[config.mk]
export PLATFORM = sky130hd
export DESIGN_NAME = matrix_elementwise_mult_seq
export DESIGN_NICKNAME = d
export VERILOG_FILES = /design/src/rtl/matrix_pkg.sv /design/src/rtl/shift_add_mult.sv /design/src/rtl/matrix_elementwise_mult_seq.sv
export SDC_FILE = /design/constraint.sdc
export NUM_CORES = 1
export LEC_CHECK = 0
export CAP_MARGIN = 20
export CORE_AREA = 8 8 226 228
export DETAILED_ROUTE_END_ITERATION = 12
export DIE_AREA = 0 0 234 236
export HOLD_SLACK_MARGIN = 0.08
export PLACE_DENSITY = 0.74
export SYNTH_ARGS = -nofsm -noshare
export SYNTH_HDL_FRONTEND = slang
export SYNTH_SLANG_ARGS = --single-unit
[constraint.sdc]
create_clock -name clk -period 5.1 [get_ports clk]
set_input_delay 1.02 -clock clk [delete_from_list [all_inputs] [get_ports clk]]
set_output_delay 1.02 -clock clk [all_outputs]
set_load 0.02 [all_outputs]
[src/rtl/matrix_pkg.sv]
// rtl/matrix_pkg.sv - shared defaults, FSM state encoding and MULT cycle count for the element-wise multiplier
package matrix_pkg;

    localparam int DEF_DW      = 16;
    localparam int DEF_N_ELEM  = 9;
    // One multiplier bit is consumed per MULT cycle, so an element takes DW cycles.
    localparam int MULT_CYCLES = DEF_DW;

    typedef enum logic [1:0] {
        ST_IDLE  = 2'd0,
        ST_MULT  = 2'd1,
        ST_STORE = 2'd2,
        ST_DONE  = 2'd3
    } state_t;

endpackage

[src/rtl/shift_add_mult.sv]
// rtl/shift_add_mult.sv - sequential unsigned shift-add multiplier, one multiplier bit per step
module shift_add_mult
    import matrix_pkg::*;
#(
    parameter int DW = DEF_DW
) (
    input  logic            clk,
    input  logic            rst_n,
    input  logic            i_load,
    input  logic            i_step,
    input  logic [DW-1:0]   i_a,
    input  logic [DW-1:0]   i_b,
    output logic [2*DW-1:0] o_product
);

    logic [2*DW-1:0] r_mcand;
    logic [DW-1:0]   r_mplier;
    logic [2*DW-1:0] r_prod;

    // Load clears the accumulator; each step adds the shifted multiplicand when the current multiplier LSB is set.
    // No early exit: a zero operand still takes all DW steps.
    always_ff @(posedge clk or negedge rst_n) begin
        if (!rst_n) begin
            r_mcand  <= '0;
            r_mplier <= '0;
            r_prod   <= '0;
        end else if (i_load) begin
            r_mcand  <= {{DW{1'b0}}, i_a};
            r_mplier <= i_b;
            r_prod   <= '0;
        end else if (i_step) begin
            if (r_mplier[0]) begin
                r_prod <= r_prod + r_mcand;
            end
            r_mcand  <= r_mcand << 1;
            r_mplier <= r_mplier >> 1;
        end
    end

    assign o_product = r_prod;

endmodule

[src/rtl/matrix_elementwise_mult_seq.sv]
// rtl/matrix_elementwise_mult_seq.sv - 3x3 element-wise multiplier, one element at a time; MATMUL_OVF_EN adds per-element overflow flags
module matrix_elementwise_mult_seq
    import matrix_pkg::*;
#(
    parameter int DW     = DEF_DW,
    parameter int N_ELEM = DEF_N_ELEM
) (
    input  logic                 clk,
    input  logic                 rst_n,
    input  logic                 start,
    input  logic [N_ELEM*DW-1:0] mat0,
    input  logic [N_ELEM*DW-1:0] mat1,
    output logic [N_ELEM*DW-1:0] result,
    output logic                 busy,
    output logic                 done
`ifdef MATMUL_OVF_EN
    ,
    output logic [N_ELEM-1:0]    ovf
`endif
);

    localparam int STEPS = (DW == DEF_DW) ? MULT_CYCLES : DW;
    localparam int CW    = $clog2(STEPS + 1);
    localparam int IW    = $clog2(N_ELEM + 1);
    localparam logic [CW-1:0] CNT_LAST = CW'(STEPS - 1);
    localparam logic [IW-1:0] IDX_LAST = IW'(N_ELEM - 1);

    state_t                r_state;
    logic [CW-1:0]         r_cnt;
    logic [IW-1:0]         r_idx;
    logic [N_ELEM*DW-1:0]  r_mat0;
    logic [N_ELEM*DW-1:0]  r_mat1;
    logic [N_ELEM*DW-1:0]  r_result;

    logic                  w_load;
    logic                  w_step;
    logic [DW-1:0]         w_a;
    logic [DW-1:0]         w_b;
    logic [IW-1:0]         w_nidx;
    logic [2*DW-1:0]       w_product;

    assign w_nidx = r_idx + 1'b1;
    assign w_step = (r_state == ST_MULT);

    // Multiplier load: element 0 comes straight from the ports on the accepting edge,
    // later elements from the latched operands on the STORE edge of the previous one.
    always_comb begin
        w_load = 1'b0;
        w_a    = mat0[DW-1:0];
        w_b    = mat1[DW-1:0];
        if (r_state == ST_IDLE) begin
            w_load = start;
        end else if ((r_state == ST_STORE) && (r_idx != IDX_LAST)) begin
            w_load = 1'b1;
            w_a    = r_mat0[w_nidx*DW +: DW];
            w_b    = r_mat1[w_nidx*DW +: DW];
        end
    end

    shift_add_mult #(
        .DW        (DW)
    ) u_mult (
        .clk       (clk),
        .rst_n     (rst_n),
        .i_load    (w_load),
        .i_step    (w_step),
        .i_a       (w_a),
        .i_b       (w_b),
        .o_product (w_product)
    );

`ifdef MATMUL_OVF_EN
    logic [N_ELEM-1:0] r_ovf;

    // Overflow flag per element: cleared when an operation is accepted, written when its product is stored.
    always_ff @(posedge clk or negedge rst_n) begin
        if (!rst_n) begin
            r_ovf <= '0;
        end else if ((r_state == ST_IDLE) && start) begin
            r_ovf <= '0;
        end else if (r_state == ST_STORE) begin
            r_ovf[r_idx] <= |w_product[2*DW-1:DW];
        end
    end

    assign ovf = r_ovf;
`else
    logic w_unused_hi;
    assign w_unused_hi = |w_product[2*DW-1:DW];
`endif

    // Sequencer: IDLE -> (MULT x STEPS -> STORE) per element -> DONE -> IDLE.
    always_ff @(posedge clk or negedge rst_n) begin
        if (!rst_n) begin
            r_state  <= ST_IDLE;
            r_cnt    <= '0;
            r_idx    <= '0;
            r_mat0   <= '0;
            r_mat1   <= '0;
            r_result <= '0;
        end else begin
            case (r_state)
                ST_IDLE: begin
                    if (start) begin
                        r_mat0  <= mat0;
                        r_mat1  <= mat1;
                        r_idx   <= '0;
                        r_cnt   <= '0;
                        r_state <= ST_MULT;
                    end
                end
                ST_MULT: begin
                    if (r_cnt == CNT_LAST) begin
                        r_cnt   <= '0;
                        r_state <= ST_STORE;
                    end else begin
                        r_cnt <= r_cnt + 1'b1;
                    end
                end
                ST_STORE: begin
                    r_result[r_idx*DW +: DW] <= w_product[DW-1:0];
                    if (r_idx == IDX_LAST) begin
                        r_state <= ST_DONE;
                    end else begin
                        r_idx   <= w_nidx;
                        r_state <= ST_MULT;
                    end
                end
                default: begin
                    r_state <= ST_IDLE;
                end
            endcase
        end
    end

    assign result = r_result;
    assign busy   = (r_state != ST_IDLE);
    assign done   = (r_state == ST_DONE);

endmodule

---- Word level (Yosys, flattened, before mapping) ----
Cells that the tools add are included.
W data, S select, Z words.
storage, ports and cells
  register bits after elaboration ......... 523
  input bits .............................. 291
  output and inout port bits .............. 146
  word-level logic and storage cells ...... 62
operators by class
  add/subtract/negate cells ............... 4
  equality and inequality tests ........... 9
  shifts and indexed selects .............. 4
  multiplexer cells ....................... 24
  reductions and logical operators ........ 12
operators by type and width
  cell                         number
  $shiftx A144 B9 Y16          2
  $mux W32                     5
  $bwmux W144                  1
  $shift A16 B34 Y144 const A  1
  $shiftx A16 B34 Y144         1
  $mux W16                     6
  $neg A8 Y34                  1
  $add A32 B32 Y32             1
  $mux W5                      2
  $pmux W5 S2                  1
  $reduce_bool A2 Y1           5
  $mux W4                      2
  $pmux W4 S2                  1
  $reduce_and A2 Y1            4
  $mux W2                      3
  $ne A2 B2 Y1 const B         3
  $pmux W2 S3                  1
  $add A5 B1 Y5 const B        1
  $eq A5 B4 Y1 const B         1
  $add A4 B1 Y4 const B        1
  $eq A2 B2 Y1 const B         2
  $eq A4 B4 Y1 const B         1
  $ne A4 B4 Y1 const B         1
  $reduce_and A3 Y1            1
  other kinds (4)              5

---- Depth between registers and ports, before layout ----
Gate-level depths: netlist of the first run.
  depth after elaboration ................. 6
  mapped depth ............................ 13
  gate-level depth less buffers ........... 10

---- Modules after synthesis ----
Synthesis of the first run repeated with hierarchy kept, for this count alone.
unflattened totals
  cells, all modules ...................... 2528
  area total of the unflattened synthesis .. 24699.9 um^2
by module, submodules not included
  module                       times used  cells an instance  area an instance (um^2)  seq. area each (um^2)
  matrix_elementwise_mult_seq  1           1985               19718.9                  11085.6
  shift_add_mult               1           543                4981.0                   2001.9

---- Least setup slack after synthesis of the first run ----
OpenSTA, ideal clock, no wires.
  path type ............................... reg2reg
  start point ............................. reg r_idx[0]
  end point ............................... reg r_result[22], in the netlist result[22]
  library setup time ...................... 0.125 ns
  data arrival time ....................... 2.430 ns
  slack ................................... 2.545 ns
  cell stages (with the launch flop) ...... 9
  cell sequence ........................... dfrtp_1 buf_2 buf_2 nor3_1 ha_1 or4b_4 nor3_4 buf_8 mux2_4
on the way
  cells in the longest elaborated chain, start to end .. 3
  elaborated cells between the ends (all ways) .. 4
RTL lines
  element                                                             RTL line                            source
  start, declared                                                     matrix_elementwise_mult_seq.sv:30   logic [IW-1:0] r_idx;
  start signal, assigned                                              matrix_elementwise_mult_seq.sv:125  r_idx <= w_nidx;
  $neg A8 Y34 *                                                       matrix_elementwise_mult_seq.sv:121  r_result[r_idx*DW +: DW] <= w_product[DW-1:0];
  $shiftx A16 B34 Y144 / $shift A16 B34 Y144 (equally long branches)  matrix_elementwise_mult_seq.sv:121
  $bwmux W144 *                                                       matrix_elementwise_mult_seq.sv:121
  end signal, assigned by index                                       matrix_elementwise_mult_seq.sv:121
  end, declared                                                       matrix_elementwise_mult_seq.sv:33   logic [N_ELEM*DW-1:0] r_result;
Mark *: on every way between the ends. The rest lies on a longest branch, timed or not.
A chain may end at the register's enable or synchronous reset.

---- Worst setup path in the final report of the first run ----
  start point ............................. reg r_idx[0]
  end point ............................... reg u_mult.r_mcand[1]
on the way
  cells in the longest elaborated chain, start to end .. 5
  elaborated cells between the ends (all ways) .. 10
RTL lines
  element                                                            RTL line                                                              source
  $add A4 B1 Y4 / $ne A4 B4 Y1 (equally long branches)               matrix_elementwise_mult_seq.sv:42, matrix_elementwise_mult_seq.sv:53
  $shiftx A144 B9 Y16 / $logic_and A1 B1 Y1 (equally long branches)  matrix_elementwise_mult_seq.sv:55, matrix_elementwise_mult_seq.sv:53
  $mux W16 / $mux W1 (equally long branches)                         matrix_elementwise_mult_seq.sv:53                                     end else if ((r_state == ST_STORE) && (r_idx != IDX_LAST)) begin
  $mux W16 / $mux W1 (equally long branches)                         matrix_elementwise_mult_seq.sv:51                                     if (r_state == ST_IDLE) begin
  $mux W32 / $reduce_bool A2 Y1 (equally long branches)              --
  end signal, assigned                                               shift_add_mult.sv:28                                                  r_mcand <= {{DW{1'b0}}, i_a};
  end signal, assigned                                               shift_add_mult.sv:35                                                  r_mcand <= r_mcand << 1;
  end, declared                                                      shift_add_mult.sv:16                                                  logic [2*DW-1:0] r_mcand;
Parallel ways exist; a longest one is shown, timed or not.

==> impl_metrics.csv, run 1 <==
group,metric,value,unit
logic_synthesis,synth_top_area_cell,"dfrtp_1",
die,core-area,0.0473,mm²
drt,firstDrtPassIters,8,
logic_synthesis,yosysUniqueCellTypes,54,
cells_and_area,final_common_cell,"nand2_1",
logic_synthesis,yosys_most_used_dff,"dfrtp_1",
placed_design,dp_hpwl,48200,µm
cells_and_area,areaGrowthSynthToFinish,30.3,%
setup_path,required,5580,ps
clocking,numCtsBuffers,51,
placed_design,dp_worst_setup_slack,1670,ps
setup_path,start_kind,"register",
drt,drc_errors,0,
logic_synthesis,synth_edf_count,0,
cells_and_area,final_cell_mix,"nand2_1 (1037), dfrtp_1 (490), clkdlybuf4s50_1 (435)",
drt,num_vias,18000,
grt,grt_overflow,0,
cells_and_area,multi_input_area,0.00907,mm²
placed_design,gp_congestion,0.855,
die,dieArea,0.0552,mm²
setup_path,path_class,"reg -> reg",
setup_path,slowest_delay,750,ps
cells_and_area,nets,2933,
clocking,numClockSinks,491,
logic_synthesis,synth_nets,2565,
logic_synthesis,synth-seq-cells,491,
sta,fin_tns_setup,0,ps
placed_design,dp.cells,3181,
die,die_h,236,µm
drt,antenna_left,0,
clocking,clkTransAtPathRegs,60,ps
grt,antenna_found_initial,3,
setup_path,worstSetupEndpointType,"register",
drt,wl,68000,µm
logic_synthesis,synth_top_area_share,0.560,
cells_and_area,drive_above_1_share,0.108,
clocking,cts_resized,0,
flow_run,maxCapViolCount,0,
pwr,p_leak,13.9,nW
grt,grt_pass1_vias,18500,
drt,viasPerCell,5.50,
die,fp-row-count,80,
cells_and_area,fill_cells,3899,
sta,rsz0062_at_grt,"no",
logic_synthesis,netlist_instances,2254,
cells_and_area,final_cells,3278,
worst_hold_path,worstHoldPathType,"reg -> reg",
clocking,cts-hold-fix-buffers,0,
grt,grt.total_usage,0.243,
setup_path,reg2reg_from,"r_idx[0]",
cells_and_area,final_area,0.0286,mm²
die,start_util,0.464,
grt,grt_pass1_wl,105000,µm
sta,maxSlewHeadroom,0.235,
die,die_width,234,µm
setup_path,path_max_fanout,66,
grt,grt_max_degree,237,
sta,fmax,0.296,GHz
sta,hold_viol,0,
cells_and_area,regArea,0.0123,mm²
drt,drt-initial-drc-count,1558,
clocking,cts_root_buf,"clkbuf_16",
logic_synthesis,synth.yosys.seq_area_share,0.560,
drt,wl_per_cell,20.8,µm
clocking,htreeDepth,2,
setup_path,cp_slowest_cell,"buf_4",
logic_synthesis,synth_area,0.0219,mm²
logic_synthesis,synth.area.top_cells,"dfrtp_1 (56%), nand2_1 (18%), mux4_2 (6.6%)",
die,io_pins,437,
clocking,clk_path_buf_depth,3,
logic_synthesis,async_flop_share,1.00,
placed_design,port_buffers,436,
worst_hold_path,hp-start,"r_mat0[105]",
setup_path,startpoint,"r_idx[0]",
sta,fin_ws,1720,ps
sta,slew_violations,0,
setup_path,crit_arrival,3850,ps
sta,fin_crit,3380,ps
sta,setup_viol_count_final,0,
run_status,status,"finished clean",
sta,tightest_slew,1150,ps
clocking,cts_tree,"built",
clocking,postCtsSetupBuffers,0,
placed_design,placed_cell_area,0.0268,mm²
sta,finClkSkew,33.6,ps
pwr,ir_drop,0.220,mV
logic_synthesis,syn_area_per_cell,9.74,µm²
sta,min_period_over_period,0.662,
setup_path,crit_chain,"inv_1 > ha_4 > buf_4 > mux4_2 > nand2_1 > a21oi_1 > a211oi_1 > o21ai_0",
clocking,insertion_delay,610,ps
logic_synthesis,synth_warnings,0,
pwr,power.density,280,mW/mm²
final timing paths:
kind	to	slack (ps)	depth (start not counted)
worst max-delay path	u_mult.r_mcand[1]	1720	8
worst min-delay path	r_mat0[105]	470	2
worst max register to register	u_mult.r_mcand[1]	1720	8
worst min register to register	r_mat0[105]	470	2
max in group asynchronous	r_idx[0]	3280	2
min in group asynchronous	r_mat1[87]	510	1
registers in the layout, indices dropped and copies added (netlist names):
register	flops
result	144
r_state	2
u_mult.r_mplier	16
u_mult.o_product	16
r_mat0	144
r_mat1	144
r_cnt	5
u_mult.r_mcand	16
r_idx	4
synthesized netlist by cell type (3+ instances only):
cell type	n
and2_1	3
mux2_4	10
mux4_2	64
nand2_1	1039
xnor2_1	6
nor2b_1	3
a211oi_1	19
o21a_1	5
mux2_2	85
a21o_1	5
inv_1	18
nand2b_1	5
nor3_1	6
o22a_1	16
dfrtp_1	491
xor2_1	8
nor2_1	19
ha_1	19
o21ai_0	121
o211ai_1	19
nand4_1	3
buf_2	18
a21oi_1	75
nand3_1	32
clkbuf_1	108
o31ai_1	6
buf_1	16
through the flow:
| step | hold slack (ps) | utilization | power [mW] |
|---|---|---|---|
| final | 468 | 0.604 | 8.01 |
| after global routing | 492 | 0.604 | 8.26 |
| after CTS | 471 | 0.603 | 8.07 |
| after detailed placement | 457 | 0.567 | 4.31 |
| after global placement | 453 | 0.566 | 4.31 |
| after floorplan | 440 | - | 3.97 |
final cells by class:
cell class / instances / area share
sequential: 491 / 0.430
multi-input combinational: 1599 / 0.317
timing repair buffer: 461 / 0.163
clock buffer: 78 / 0.0542
tap: 615 / 0.0269
clock inverter: 14 / 0.00613
inverter: 18 / 0.00236
antenna: 2 / 0.000175
metal layers:
layer  track usage  up-vias  wire, µm
met5             0        -        10
met4        0.0916        2      2330
met3        0.0565      124      5720
met2         0.382      798     31700
met1         0.326     8925     28300
li1              -     8196         -
worst max-delay path: cells and delay by family, from the launching register on:
kind	cells	cell delay [ps]
AOI/OAI and AO/OA	3	520
buffers and inverters	2	990
adders and majority gates	1	350
muxes	1	430
DFF	1	730
and+or+nand+nor	1	90
kinds of logic (layout without fill, tap and decap cells):
kind of cell | after synthesis | count (layout) | share of synthesized area
compound gates | 281 | 281 | 0.0756
xor+xnor | 14 | 14 | 0.00559
fa+ha+maj | 20 | 20 | 0.0117
buf+inv | 164 | 571 | 0.0303
flops | 491 | 491 | 0.560
mux | 161 | 161 | 0.117
other cells | 0 | 2 | 0
simple gates | 1123 | 1123 | 0.200
power by group:
part	switching [mW]	internal, mW
logic	0.134	0.202
registers	0	3.90
clock network	1.57	2.20
Power figures use the tool's default switching activity.
==> inputs of run 2 (changes only) <==
PLACE_DENSITY = 0.77   (was 0.74)
clock period = 3.1 ns   (was 5.1 ns; I/O delays follow)
==> run 2 against run 1 <==
Against the previous run: fmax is 18% higher; largest power group unchanged; setup slack worse by 1500 ps; power is 67% higher; flip-flop and latch count stayed put; non-clock buffer count is 29 higher.
==> impl_metrics.csv, run 2 (synthesized netlist as in run 1, its figures left out) <==
group,metric,value,unit
clocking,clkTransAtPathRegs,60,ps
setup_path,slowest_delay,680,ps
cells_and_area,drive_above_1_share,0.118,
clocking,cts_tree,"built",
die,start_util,0.464,
placed_design,port_buffers,436,
setup_path,cp_slowest_cell,"or3_1",
setup_path,crit_arrival,3320,ps
grt,grt_pass1_vias,19100,
cells_and_area,utilization,0.610,
drt,wl,68400,µm
grt,grt_max_degree,106,
sta,min_period_over_period,0.924,
pwr,ir_drop,0.342,mV
drt,viasPerCell,5.49,
pwr,p_leak,14.1,nW
flow_run,maxCapViolCount,0,
worst_hold_path,worstHoldPathType,"reg -> reg",
setup_path,r2r_cells,8,
pwr,power,13.4,mW
cells_and_area,fill_cells,3779,
sta,maxSlewHeadroom,0.467,
placed_design,gp_congestion,0.901,
setup_path,ff2ff_setup_slack,240,ps
drt,num_vias,18200,
die,core-area,0.0473,mm²
sta,fin_tns_setup,0,ps
drt,wl_per_cell,20.7,µm
clocking,htreeDepth,2,
sta,setup_viol_count_final,0,
grt,grt_pass1_wl,107000,µm
sta,hold_viol,0,
clocking,clk_path_buf_depth,3,
cells_and_area,multi_input_area,0.00907,mm²
worst_hold_path,holdPathStages,2,
grt,grt_overflow,0,
setup_path,path_common_cell,"nand2_1",
sta,rsz0062_at_grt,"no",
setup_path,worstSetupEndpointType,"register",
sta,slew_violations,0,
setup_path,path_class,"reg -> reg",
clocking,numClockSinks,491,
die,dieArea,0.0552,mm²
drt,drt-initial-drc-count,1545,
cells_and_area,areaGrowthSynthToFinish,31.5,%
drt,antenna_left,0,
setup_path,start_kind,"register",
clocking,insertion_delay,600,ps
placed_design,dp_hpwl,49600,µm
die,die_h,236,µm
sta,fmax,0.349,GHz
setup_path,path_max_fanout,17,
cells_and_area,final_common_cell,"nand2_1",
run_status,status,"finished clean",
sta,fin_crit,2860,ps
grt,antenna_found_initial,3,
cells_and_area,final_cell_mix,"nand2_1 (1037), dfrtp_1 (490), clkdlybuf4s50_1 (435)",
cells_and_area,nets,2961,
die,io_pins,437,
die,fp-row-count,80,
clocking,cts_resized,0,
drt,firstDrtPassIters,7,
placed_design,dp_worst_setup_slack,254,ps
pwr,power.density,463,mW/mm²
grt,grt.total_usage,0.246,
setup_path,required,3560,ps
sta,tightest_slew,792,ps
drt,drc_errors,0,
clocking,numCtsBuffers,50,
die,die_width,234,µm
clocking,cts_root_buf,"clkbuf_16",
sta,fin_ws,235,ps
setup_path,crit_chain,"inv_1 > ha_4 > nor2b_1 > nand2_2 > nand2_1 > nand2_1 > or3_1 > mux2_1",
cells_and_area,regArea,0.0123,mm²
sta,finClkSkew,25.0,ps
-- run 2: layout make-up --
cell class                 count  share of cell area
multi-input combinational   1599               0.314
clock inverter                21              0.0105
tap                          615              0.0267
clock buffer                  70              0.0498
inverter                      18             0.00234
timing repair buffer         490               0.171
antenna                        2            0.000173
sequential                   491               0.426
-- run 2: final timing paths --
path                            startpoint     endpoint
worst min-delay path            r_mat1[42]   r_mat1[42]
min in group asynchronous            rst_n  r_mat1[101]
worst max-delay path              r_idx[0]  result[125]
worst max register to register    r_idx[0]  result[125]
worst min register to register  r_mat1[42]   r_mat1[42]
max in group asynchronous            rst_n    result[0]
-- run 2: repair_timing --
item	4_1_cts	5_1_grt
buffers inserted	0	0
endpoints found under the setup margin	0	0
hold buffers	1	0
hold endpoints to repair	62	0
-- run 2: critical path: cells and delay by family (launching register included) --
family / cells / cell delay, ps
flip-flops: 1 / 520
multiplexers: 1 / 430
buffers and inverters: 1 / 210
adder cells (fa/ha/maj): 1 / 180
AND/OR/NAND/NOR: 5 / 1380
-- run 2: routing by layer --
| layer | part of all wire | wire, µm | GRT usage |
|---|---|---|---|
| met4 | 0.032 | 2170 | 0.0854 |
| met2 | 0.47 | 32300 | 0.399 |
| met5 | 0.00019 | 13 | 0 |
| met3 | 0.084 | 5740 | 0.0514 |
| met1 | 0.41 | 28100 | 0.324 |
-- run 2: power by group --
| part | internal, mW | switching [mW] |
|---|---|---|
| Combinational | 0.342 | 0.222 |
| Sequential | 6.41 | 0 |
| Clock | 3.82 | 2.57 |
-- run 2: stage by stage --
step                      cell area [µm²]  hold slack (ps)  cells
after global placement              27100              452   3211
after global routing                28900              491   3306
after floorplan                     21900              324   2254
after detailed placement            27100              458   3211
after CTS                           28800              473   3303
final                               28900              472   3306
==> inputs of run 3 (changes only) <==
CORE_AREA = 4 4 222 224   (was 8 8 226 228)
CTS_CLUSTER_SIZE = 16   (was unset)
DIE_AREA = 0 0 226 228   (was 0 0 234 236)
PLACE_DENSITY = 0.74   (was 0.77)
clock period = 2.9 ns   (was 3.1 ns; I/O delays follow)
==> run 3 against run 2 <==
Against the previous run: hold slack worse by 13 ps; non-clock buffer count increased by 7; register-to-register slack improved by 30 ps; largest cell class unchanged; first-iteration DRC count rose by 12%; clock-buffer cell count is 4 lower; setup slack better by 27 ps; design area increased by 0.57%; power is 7.0% higher; via count about the same; wire length shrank 1.7%; critical endpoint unchanged; critical path depth is 1 higher; final cell count grew 0.12%.
==> impl_metrics.csv, run 3 (synthesized netlist as in run 1, its figures left out) <==
group,metric,value,unit
run_status,status,"finished clean",
setup_path,crit_arrival,3100,ps
placed_design,gp_congestion,0.895,
grt,grt_pass1_vias,18900,
sta,min_period_over_period,0.910,
sta,setup_viol_count_final,0,
grt,antenna_found_initial,1,
sta,tightest_slew,865,ps
pwr,p_int,11.3,mW
pwr,clockPowerShare,0.478,
pwr,p_leak,14.2,nW
cells_and_area,final_cell_mix,"nand2_1 (1037), dfrtp_1 (490), clkdlybuf4s50_1 (435)",
grt,grt.total_usage,0.259,
die,start_util,0.464,
clocking,htreeDepth,2,
sta,slew_violations,0,
worst_hold_path,worstHoldPathType,"in -> async",
flow_run,maxCapViolCount,0,
placed_design,port_buffers,436,
pwr,power.density,493,mW/mm²
sta,fin_ws,262,ps
cells_and_area,nets,2969,
setup_path,worstSetupEndpointType,"register",
die,dieArea,0.0515,mm²
die,io_pins,437,
drt,viasPerCell,5.49,
drt,drt-initial-drc-count,1729,
die,fp-row-count,80,
placed_design,dp.cells,3218,
setup_path,cp_slowest_cell,"dfrtp_4",
drt,drc_errors,0,
setup_path,required,3360,ps
sta,fmax,0.379,GHz
sta,hold_viol,0,
grt,grt_max_degree,143,
clocking,insertion_delay,600,ps
setup_path,crit_family,"simple AND/OR/NAND/NOR gates",
setup_path,crit_chain,"inv_1 > ha_4 > nor2b_1 > nand2_2 > nand2_1 > nand2_1 > or3_1 > buf_4 > mux2_1",
die,die_h,228,µm
die,die_width,226,µm
pwr,pwr-share-comb,0.043,
drt,num_vias,18200,
setup_path,path_class,"reg -> reg",
grt,grt_pass1_wl,106000,µm
setup_path,slowest_delay,550,ps
pwr,ir_drop,0.362,mV
drt,firstDrtPassIters,5,
setup_path,start_kind,"register",
sta,rsz0062_at_grt,"no",
clocking,cts_root_buf,"clkbuf_16",
sta,finClkSkew,18.0,ps
cells_and_area,areaGrowthSynthToFinish,32.3,%
drt,antenna_left,0,
setup_path,path_max_fanout,17,
pwr,p_sw_frac,0.211,
pwr,seqPwrFrac,0.479,
clocking,clk_path_buf_depth,3,
clocking,cts_tree,"built",
cells_and_area,final_common_cell,"nand2_1",
cells_and_area,drive_above_1_share,0.122,
clocking,numCtsBuffers,51,
sta,fin_crit,2640,ps
clocking,clkTransAtPathRegs,60,ps
die,core-area,0.0473,mm²
setup_path,path_common_cell,"nand2_1",
drt,wl_per_cell,20.3,µm
drt,wl,67200,µm
sta,timing.hold.ws,458,ps
grt,grt_overflow,0,
sta,fin_tns_setup,0,ps
pwr,p_switching,3.02,mW
cells_and_area,final_cells,3310,
setup_path,cp.buffers_inverters,2,
sta,maxSlewHeadroom,0.422,
clocking,numClockSinks,491,
placed_design,dp_hpwl,48200,µm
pwr,power,14.3,mW
clocking,cts_resized,0,
placed_design,dp_worst_setup_slack,267,ps
run 3: worst paths after layout:
path | cells after the start | end | start | slack [ps]
min in group clk | 2 | r_mat1[117] | r_mat1[117] | 470
min reg2reg | 2 | r_mat1[117] | r_mat1[117] | 470
max | 9 | result[125] | r_idx[0] | 260
min | 2 | r_mat1[71] | rst_n | 460
max in group asynchronous | 4 | r_mat0[81] | rst_n | 1510
max reg2reg | 9 | result[125] | r_idx[0] | 260
run 3: metal layers:
| layer | routed length [µm] | vias to the layer above | GRT usage |
|---|---|---|---|
| li1 | - | 8247 | - |
| met1 | 28500 | 8976 | 0.363 |
| met2 | 30800 | 811 | 0.405 |
| met3 | 5140 | 142 | 0.0450 |
| met4 | 2720 | 0 | 0.102 |
| met5 | 0 | - | 0 |
run 3: cell type report:
type / instances / area (µm²)
Antenna cell: 1 / 2.50
Clock buffer: 66 / 1450
Clock inverter: 23 / 292
Fill cell: 3838 / 18300
Inverter: 18 / 67.6
Multi-Input combinational cell: 1599 / 9070
Sequential cell: 491 / 12300
Tap cell: 615 / 769
Timing Repair Buffer: 497 / 5090
run 3: what timing repair did:
item	4_1_cts	5_1_grt
hold buffers	1	0
buffers inserted	0	0
endpoints found under the hold margin	31	0
endpoints found under the setup margin	0	0
run 3: power by group through the flow:
stage          Sequential (mW)  Combinational, mW  Clock, mW
2_1_floorplan             6.98            0.00471          0
3_3_place_gp              6.98              0.625          0
3_5_place_dp              6.98              0.627          0
4_1_cts                   6.85              0.631       6.94
5_1_grt                   6.85              0.666       7.19
6_report                  6.85              0.621       6.83
run 3: per-stage QoR:
stage,cell area [µm²],util
after floorplan,21900,-
after global placement,27300,0.576
after detailed placement,27300,0.576
after CTS,29000,0.613
after global routing,29000,0.613
final,29000,0.613
run 3: worst register-to-register path, cell delays in order (launching register included):
cell and delay, ps:
dfrtp_4 550, inv_1 220, ha_4 180, nor2b_1 270, nand2_2 160, nand2_1 130, nand2_1 80, or3_1 350
buf_4 220, mux2_1 340
